`config.mk`:
```
export PLATFORM = sky130hd
export DESIGN_NAME = pbs_ctrl
export DESIGN_NICKNAME = d
export VERILOG_FILES = /design/src/rtl/pbs_ctrl.sv
export SDC_FILE = /design/constraint.sdc
export NUM_CORES = 1
export LEC_CHECK = 0
export BUFFER_PORTS_ARGS = -buffer_cell sky130_fd_sc_hd__buf_2
export CELL_PAD_IN_SITES_DETAIL_PLACEMENT = 0
export CELL_PAD_IN_SITES_GLOBAL_PLACEMENT = 2
export CORE_MARGIN = 4
export CORE_UTILIZATION = 26
export DETAILED_ROUTE_END_ITERATION = 7
export GPL_TIMING_DRIVEN = 0
export PLACE_DENSITY = 0.75
export SYNTH_ARGS = -nofsm -noshare
export SYNTH_HDL_FRONTEND = slang
export SYNTH_SLANG_ARGS = --single-unit
```
`constraint.sdc`:
```
create_clock -name clk -period 2.7 [get_ports clk]
set_input_delay 0.27 -clock clk [delete_from_list [all_inputs] [get_ports clk]]
set_output_delay 0.27 -clock clk [all_outputs]
set_load 0.1 [all_outputs]
```
`src/rtl/pbs_ctrl.sv`:
```
// pbs_ctrl: battle-turn sequencer (player attack then AI attack), hit/miss and KO resolution.
// Optional feature: define PBS_TURN_LIMIT_EN to end the game in a draw after MAX_TURNS turns.
module pbs_ctrl #(
    parameter int AI_DELAY  = 4,
    parameter int MAX_TURNS = 8
) (
    input  logic       clk,
    input  logic       rst,
    input  logic       go,
    input  logic [3:0] p_hp,
    input  logic [3:0] ai_hp,
    input  logic [3:0] dmg,
    input  logic [3:0] accu,
    input  logic [3:0] acc_rng,
    output logic       actr,
    output logic       target,
    output logic       stop,
    output logic       load_ai_hp,
    output logic       app_ai_dmg,
    output logic       app_pl_dmg,
    output logic       hit,
    output logic       game_over,
    output logic       winner,
    output logic       draw,
    output logic [3:0] state
);

    typedef enum logic [3:0] {
        IDLE    = 4'd0,
        P_SET   = 4'd1,
        P_LOAD  = 4'd2,
        P_CHK   = 4'd3,
        P_APP   = 4'd4,
        P_POST  = 4'd5,
        AI_WAIT = 4'd6,
        AI_SET  = 4'd7,
        AI_CHK  = 4'd8,
        AI_APP  = 4'd9,
        AI_POST = 4'd10,
        DONE    = 4'd11
    } st_t;

    localparam int CW = $clog2(AI_DELAY + 1);

    st_t         cur, nxt;
    logic [CW-1:0] cnt;
    logic        go_q, ko, hit_new, last_turn;

    // the datapath does not saturate HP, so a KO must be caught before damage is written
    assign hit_new = acc_rng <= accu;

`ifdef PBS_TURN_LIMIT_EN
    logic [3:0] turn;

    assign last_turn = turn == 4'(MAX_TURNS - 1);

    // count completed turns; the last one ends the game as a draw
    always_ff @(posedge clk or negedge rst)
        if (!rst) begin
            turn <= 4'd0;
            draw <= 1'b0;
        end else if (cur == AI_POST && !ko) begin
            turn <= turn + 4'd1;
            draw <= last_turn;
        end
`else
    assign last_turn = 1'b0;
    assign draw      = 1'b0;
`endif

    // state register
    always_ff @(posedge clk or negedge rst)
        if (!rst) cur <= IDLE;
        else      cur <= nxt;

    // next state and Moore-decoded strobes
    always_comb begin
        nxt        = IDLE;
        state      = cur;
        actr       = cur >= AI_WAIT && cur <= AI_APP;
        target     = cur >= P_SET && cur <= P_POST;
        stop       = cur == P_LOAD || cur == P_CHK || cur == AI_SET || cur == AI_CHK;
        load_ai_hp = cur == P_LOAD;
        app_ai_dmg = cur == P_APP && hit;
        app_pl_dmg = cur == AI_APP && hit;
        game_over  = cur == DONE;
        case (cur)
            IDLE:    nxt = (go && !go_q) ? P_SET : IDLE;
            P_SET:   nxt = P_LOAD;
            P_LOAD:  nxt = P_CHK;
            P_CHK:   nxt = P_APP;
            P_APP:   nxt = P_POST;
            P_POST:  nxt = ko ? DONE : AI_WAIT;
            AI_WAIT: nxt = cnt == '0 ? AI_SET : AI_WAIT;
            AI_SET:  nxt = AI_CHK;
            AI_CHK:  nxt = AI_APP;
            AI_APP:  nxt = AI_POST;
            AI_POST: nxt = (ko || last_turn) ? DONE : IDLE;
            DONE:    nxt = DONE;
            default: nxt = IDLE;
        endcase
    end

    // go edge detect, accuracy/KO result, winner and AI think-time counter
    always_ff @(posedge clk or negedge rst)
        if (!rst) begin
            go_q   <= 1'b0;
            hit    <= 1'b0;
            ko     <= 1'b0;
            winner <= 1'b0;
            cnt    <= '0;
        end else begin
            go_q <= go;
            if (cur == P_CHK || cur == AI_CHK) begin
                hit <= hit_new;
                ko  <= hit_new && (dmg >= (cur == P_CHK ? ai_hp : p_hp));
            end
            if (cur == P_POST && ko) winner <= 1'b0;
            if (cur == AI_POST && ko) winner <= 1'b1;
            if (cur == P_POST) cnt <= CW'(AI_DELAY - 1);
            else if (cur == AI_WAIT) cnt <= cnt - 1'b1;
        end

endmodule

```
==> metrics.md, run 1 <==
| Metric | Value |
|---|---|
| Die Ht | `67.8 um` |
| Worst Tran Pin Value | `557 ps` |
| Yosys warns | `0` |
| Setup_tns | `0 ps` |
| Clock sink total | `11` |
| Slew margin rel. | `61.9%` |
| Final std cells w/o fill | `slightly below 200` |
| Global Route Usage Sum | `between 10% and 20%` |
| Reg2Reg Depth | `6` |
| Horiz. Die Dim | `between 60 and 70 um` |
| Tmin final | `2470 ps` |
| Antenna Violating Nets Remaining | `0` |
| Max Clk Rate | `between 0.4 and 0.5 GHz` |
| Register area share after synthesis | `between 20 and 30%` |
| Worst Setup EP | `ko$_DFFE_PN0P_` |
| TritonCTS Buffers | `3` |
| H-tree depth | `1` |
| Placed Cells | `190` |
| #FFs+latches synth | `11` |
| Total core area | `3390 um^2` |
| Max clock buf depth | `2` |
| Netlist cell types | `between 40 and 50` |
| TritonRoute pass-1 iters | `4` |
| Crit path kind | `flop to flop` |
| Final setup fails | `0` |
| Vias per Instance | `~4.7` |
| Most frequent cells in the layout | `buf_2, inv_1, nor2_1, ha_1, dfrtp_1` |
| N_diodes | `0` |
| Critical path startpoint | `state[2]$_DFF_PN0_` |
| Unrepaired setup endpoints after global routing | `no` |
| DR iter-0 viols | `23` |
| Final Max Tran Viols | `0` |
| Routed wire per std cell | `about 12 um` |
| Post-CTS setup buffer count | `0` |
| Met1 usage | `14.8%` |
| Fill cells | `371` |
| First-pass GRT wire length | `roughly 4.1 mm` |
| Critical Path End Type | `flop` |
| Max-cap violations | `0` |
| Final Skew | `between 7 and 8 ps` |
| Final hold vios | `0` |
| Final net count | `around 180` |
| Crit-path max FO | `7` |
| R2r endpoint | `ko$_DFFE_PN0P_` |
| Cells after Synth | `roughly 110` |
| CP max-delay cell | `a2111oi_0` |
| Final period util | `approximately nine tenths` |
| DP HPWL | `1.96 mm` |
| Initial antenna violation count | `0` |
| Async set-or-reset flop fraction in the synthesized netlist | `100%` |
| Setup crit start kind | `flop` |
| CTS clk-pin slew, worst paths | `approximately 80 ps` |
| Largest stage delay, worst path | `around 560 ps` |
| Grt met3 use | `around 3%` |
| Ys flop type | `dfrtp_1` |
| IO buf count | `35` |
| GR Util met2 | `19.1%` |
| Post-route DRC | `0` |
| Synthesized area | `930 um^2` |
| Pre-CTS setup slack | `185 ps` |
| Clock latency on the worst-skew pair | `roughly 270 ps` |
| Vias | `approximately 900` |
| Std cell rows | `21` |
| Crit path cell chain | `nor3_2, mux2_1, ha_1, nand2b_1, a2111oi_0, o41ai_2` |
| Layout Area Growth over Synthesis | `33.0%` |
| Class of the worst hold path | `input port to flop` |
| CTS tree | `done` |
| Worst reg2reg setup slack | `around 230 ps` |
| Launch point of the worst reg-to-reg path | `state[2]$_DFF_PN0_` |
| DIE AREA | `~4600 um^2` |
| Net Count, Synth | `between 100 and 150` |
| Gr busiest metal | `met2` |
| Pin count of the biggest net entering global routing | `12` |
| Worst Path Arrival | `about 2600 ps` |
| Final WS setup | `around 230 ps` |
| Status | `finished clean` |
| GP Congestion | `between 0.7 and 0.8` |
| # IOs | `37` |
| GRT overflow | `0` |
| Share of layout cells above drive strength 1 | `between 30% and 40%` |
| Synthesized area per cell | `8.53 um^2` |
| WP data required | `2850 ps` |
| Starting Density | `a little over a quarter` |
| Root Driver | `clkbuf_4` |
| Number of synthesized flops with an enable pin | `0` |
| Overall routed net length | `2.40 mm` |
| Commonest non-fill, non-tap cell in the layout | `buf_2` |
| Vias in the first global route | `around 950` |
-- kinds of logic (layout without fill, tap and decap cells) --
logic type | Yosys count | in the layout | share of synthesized area [%]
flip-flops | 11 | 11 | 29.6
other | 1 | 1 | 0.403
AO/OA/AOI/OAI | 30 | 30 | 22.7
AND/OR/NAND/NOR | 34 | 34 | 19.2
buffers and inverters | 18 | 58 | 8.88
adder cells (fa/ha/maj) | 10 | 10 | 13.5
multiplexers | 5 | 5 | 5.65
-- worst min path at each step --
| stage | start | end | slack, ps | cells past startpoint |
|---|---|---|---|---|
| floorplan | rst | cnt[0]$_DFFE_PN0N_ | -30 | 0 |
| global placement | rst | go_q$_DFF_PN0_ | 160 | 1 |
| detailed placement | rst | state[2]$_DFF_PN0_ | 170 | 1 |
| CTS | go | go_q$_DFF_PN0_ | 110 | 1 |
| global route | go | go_q$_DFF_PN0_ | 100 | 1 |
| finish | go | go_q$_DFF_PN0_ | 110 | 1 |
-- worst max-delay path: cells and delay by family, from the launching register on --
kind	cells	cell delay [ps]
AOI/OAI and AO/OA	2	690
adders and majority gates	1	260
muxes	1	370
and+or+nand+nor	2	560
DFF	1	460
-- cell type report --
class                           count  area, um^2  share of cell area (%)
Buffer                              7        41.3                    3.34
Clock buffer                        4        26.3                    2.13
Inverter                           11        41.3                    3.34
Multi-Input combinational cell     80         607                    49.1
Sequential cell                    11         278                    22.5
Tap cell                           46        57.6                    4.66
Timing Repair Buffer               36         185                    15.0
-- cell usage after synthesis, types with 2 or more instances --
master    number  area share (%)
dfrtp_1       11              30
inv_1         11             4.4
ha_1          10              13
nor2_1        10             4.0
a21oi_1        7             3.8
nand2_1        7             2.8
nand2b_1       5             3.4
o21ai_1        4             2.2
buf_2          3             1.6
mux2i_1        3             3.2
o21ai_0        3             1.6
a22o_1         2             1.9
a22oi_1        2             1.6
clkbuf_1       2            0.81
nor3_1         2             1.1
-- repair_timing --
| action | in CTS | in global routing |
|---|---|---|
| hold endpoints to repair | 11 | 0 |
| gates resized for setup | 0 | 0 |
| hold buffers | 1 | 0 |
-- state kept, by name, indices dropped and copies added, names as in the netlist --
| register | cells |
|---|---|
| go_q | 1 |
| cnt | 3 |
| hit | 1 |
| ko | 1 |
| winner | 1 |
| state | 4 |
-- routing by layer --
metal	up-vias	part of all wire, %
met5	-	0
met4	0	0.75
met3	3	9.6
met2	40	42
met1	412	47
li1	469	-
-- metrics by stage --
step | utilization [%] | cell area [um^2] | hold slack (ps)
6_report | 36.5 | 1240 | 113
3_3_place_gp | 35.4 | 1200 | 164
2_1_floorplan | - | 967 | -25.6
5_1_grt | 36.5 | 1240 | 104
4_1_cts | 36.5 | 1240 | 113
3_5_place_dp | 35.4 | 1200 | 165
Power of run 1 is not shown: default switching activity piles up to over one toggle a cycle in this logic, so the estimate is an artifact.
==> run 2: changes to the inputs <==
==> config.mk (replaced) <==
export PLATFORM = sky130hd
export DESIGN_NAME = pbs_ctrl
export DESIGN_NICKNAME = d
export VERILOG_FILES = /design/src/rtl/pbs_ctrl.sv
export SDC_FILE = /design/constraint.sdc
export NUM_CORES = 1
export LEC_CHECK = 0
export CELL_PAD_IN_SITES_DETAIL_PLACEMENT = 0
export CELL_PAD_IN_SITES_GLOBAL_PLACEMENT = 2
export CORE_MARGIN = 4
export CORE_UTILIZATION = 34
export DETAILED_ROUTE_END_ITERATION = 7
export DONT_BUFFER_PORTS = 1
export GPL_TIMING_DRIVEN = 0
export PLACE_DENSITY = 0.74
export SYNTH_ARGS = -nofsm -noshare
export SYNTH_HDL_FRONTEND = slang
export SYNTH_SLANG_ARGS = --single-unit
==> run 2 against run 1 <==
  * Die area fell by 21%
  * Cell area fell by 7.5%
  * Non-clock buffer count fell by 32
  * Flip-flop and latch count did not move
  * Via count fell by 13%
  * Clock skew fell by 4.3 ps
  * Fmax fell by 6.0%
  * Global-route usage rose by 3.1 points
  * Critical path depth fell by 4
  * Worst setup slack got worse by 160 ps
  * Critical endpoint is now load_ai_hp
==> metrics.md, run 2 (synthesized netlist as in run 1, its figures left out) <==
| Metric | Value |
|---|---|
| Status | `finished clean` |
| Number of flip-flops in the largest register | `4` |
| R2r endpoint | `ko$_DFFE_PN0P_` |
| # IOs | `37` |
| Root Driver | `clkbuf_4` |
| Final hold vios | `0` |
| TritonCTS Buffers | `3` |
| CTS tree | `done` |
| Setup crit start kind | `flop` |
| Horiz. Die Dim | `60.3 um` |
| Antenna Violating Nets Remaining | `0` |
| Vias in the first global route | `about 840` |
| Final Skew | `about 3.5 ps` |
| Clock latency on the worst-skew pair | `between 200 and 300 ps` |
| GRT overflow | `0` |
| Final setup fails | `0` |
| Global Route Usage Sum | `between 10% and 20%` |
| Layout Area Growth over Synthesis | `23.0%` |
| Initial antenna violation count | `0` |
| Slew margin rel. | `a little under an eighth` |
| DP HPWL | `between 1.5 and 2 mm` |
| Critical Path End Type | `output port` |
| Total core area | `~2500 um^2` |
| Final std cells w/o fill | `~150` |
| TritonRoute pass-1 iters | `4` |
| Pin count of the biggest net entering global routing | `12` |
| Crit path cell chain | `clkbuf_2, nor4b_4` |
| DR iter-0 viols | `28` |
| Worst Tran Pin Value | `roughly 1300 ps` |
| Vias | `approximately 800` |
| Crit-path max FO | `10` |
| Share of layout cells above drive strength 1 | `about a quarter` |
| WP data required | `approximately 2400 ps` |
| N_diodes | `0` |
| H-tree depth | `1` |
| Final WS setup | `just over 70 ps` |
| Critical path startpoint | `state[0]$_DFF_PN0_` |
| Max-cap violations | `0` |
| IO buf count | `0` |
| Vias per Instance | `5.47` |
| Most frequent cells in the layout | `inv_1, ha_1, nor2_1, nand2_1, dfrtp_1` |
| Final Max Tran Viols | `0` |
| Overall routed net length | `between 2 and 2.5 mm` |
| First-pass GRT wire length | `roughly 4 mm` |
| Worst reg2reg setup slack | `180 ps` |
| GP Congestion | `roughly 0.69` |
| Launch point of the worst reg-to-reg path | `state[1]$_DFF_PN0_` |
| Largest stage delay, worst path | `~1200 ps` |
| Final period util | `97.3%` |
| CTS clk-pin slew, worst paths | `around 80 ps` |
| Routed wire per std cell | `between 15 and 20 um` |
| Max Clk Rate | `about 0.38 GHz` |
| Pre-CTS setup slack | `-241 ps` |
| Max clock buf depth | `2` |
| Crit path kind | `flop to output port` |
| DIE AREA | `around 3600 um^2` |
| Tmin final | `2630 ps` |
| Setup_tns | `0 ps` |
| Instance count on the critical path | `2` |
| Final net count | `approximately 150` |
| Die Ht | `between 60 and 70 um` |
| CP delay by family, top | `simple AND/OR/NAND/NOR gates` |
| Post-route DRC | `0` |
| Placed Cells | `139` |
| CP max-delay cell | `nor4b_4` |
| Worst Setup EP | `load_ai_hp` |
| Buf+Inv Stages, Crit Path | `1` |
| Std cell rows | `18` |
| Starting Density | `between 30% and 40%` |
| Reg2Reg Depth | `7` |
| Commonest non-fill, non-tap cell in the layout | `inv_1` |
| Worst Path Arrival | `around 2400 ps` |
| Class of the worst hold path | `input port to flop` |
| Clock sink total | `11` |
==> run 2: changes by cell type in the layout (fill, tap and decap cells not counted), moves of 2 or more <==
cell	delta
buf_2	-37
buf_4	+3
clkbuf_1	-2
clkbuf_2	+2
dfrtp_1	-2
dfrtp_2	-2
dfrtp_4	+4
nor3_2	-2
nor3_4	+2
==> run 2: area by class of cell <==
| type | instances | area [um^2] |
|---|---|---|
| timing repair buffer | 4 | 35.0 |
| multi-input combinational | 80 | 657 |
| tap | 30 | 37.5 |
| fill | 275 | 1400 |
| sequential | 11 | 290 |
| inverter | 11 | 41.3 |
| clock buffer | 4 | 26.3 |
| buffer | 7 | 56.3 |
==> run 2: layer usage <==
metal / vias to the layer above / GRT usage [%] / part of all wire, %
met5: - / 0 / 0
li1: 404 / - / -
met1: 374 / 18.1 / 44
met3: 2 / 7.34 / 8.6
met2: 24 / 23.1 / 47
met4: 0 / 2.85 / 0.60
==> run 2: worst min path at each step <==
stage,cells past startpoint,startpoint,end
3_3_place_gp,0,rst,go_q$_DFF_PN0_
6_report,3,go,state[0]$_DFF_PN0_
2_1_floorplan,0,rst,cnt[0]$_DFFE_PN0N_
4_1_cts,0,go,go_q$_DFF_PN0_
3_5_place_dp,0,rst,go_q$_DFF_PN0_
5_1_grt,3,go,state[0]$_DFF_PN0_
==> run 2: per-stage QoR <==
step           hold slack [ps]  util (%)  instance area, um^2
6_report                   267      44.9                 1140
5_1_grt                    281      44.9                 1140
4_1_cts                   13.2      43.5                 1110
3_5_place_dp             -25.1      40.3                 1020
3_3_place_gp             -25.2      39.5                 1000
2_1_floorplan            -25.6         -                  967
==> run 2: worst reg2reg max path: stages (launching register included) <==
cell       delay, ps
dfrtp_4          650
nand2_1          190
nor3_4           270
mux2_1           360
ha_1             260
nand2b_1         150
a2111oi_2        400
o41ai_2          110
==> run 2: repair_timing <==
action | CTS | global route
endpoints found under the hold margin | 11 | 1
setup endpoints to repair | 8 | 2
buffers inserted | 0 | 2
hold buffers | 1 | 1
pin swaps | 1 | 1
gates resized for setup | 14 | 5
gates cloned | 0 | 0
Power of run 2 is left out for the same reason.
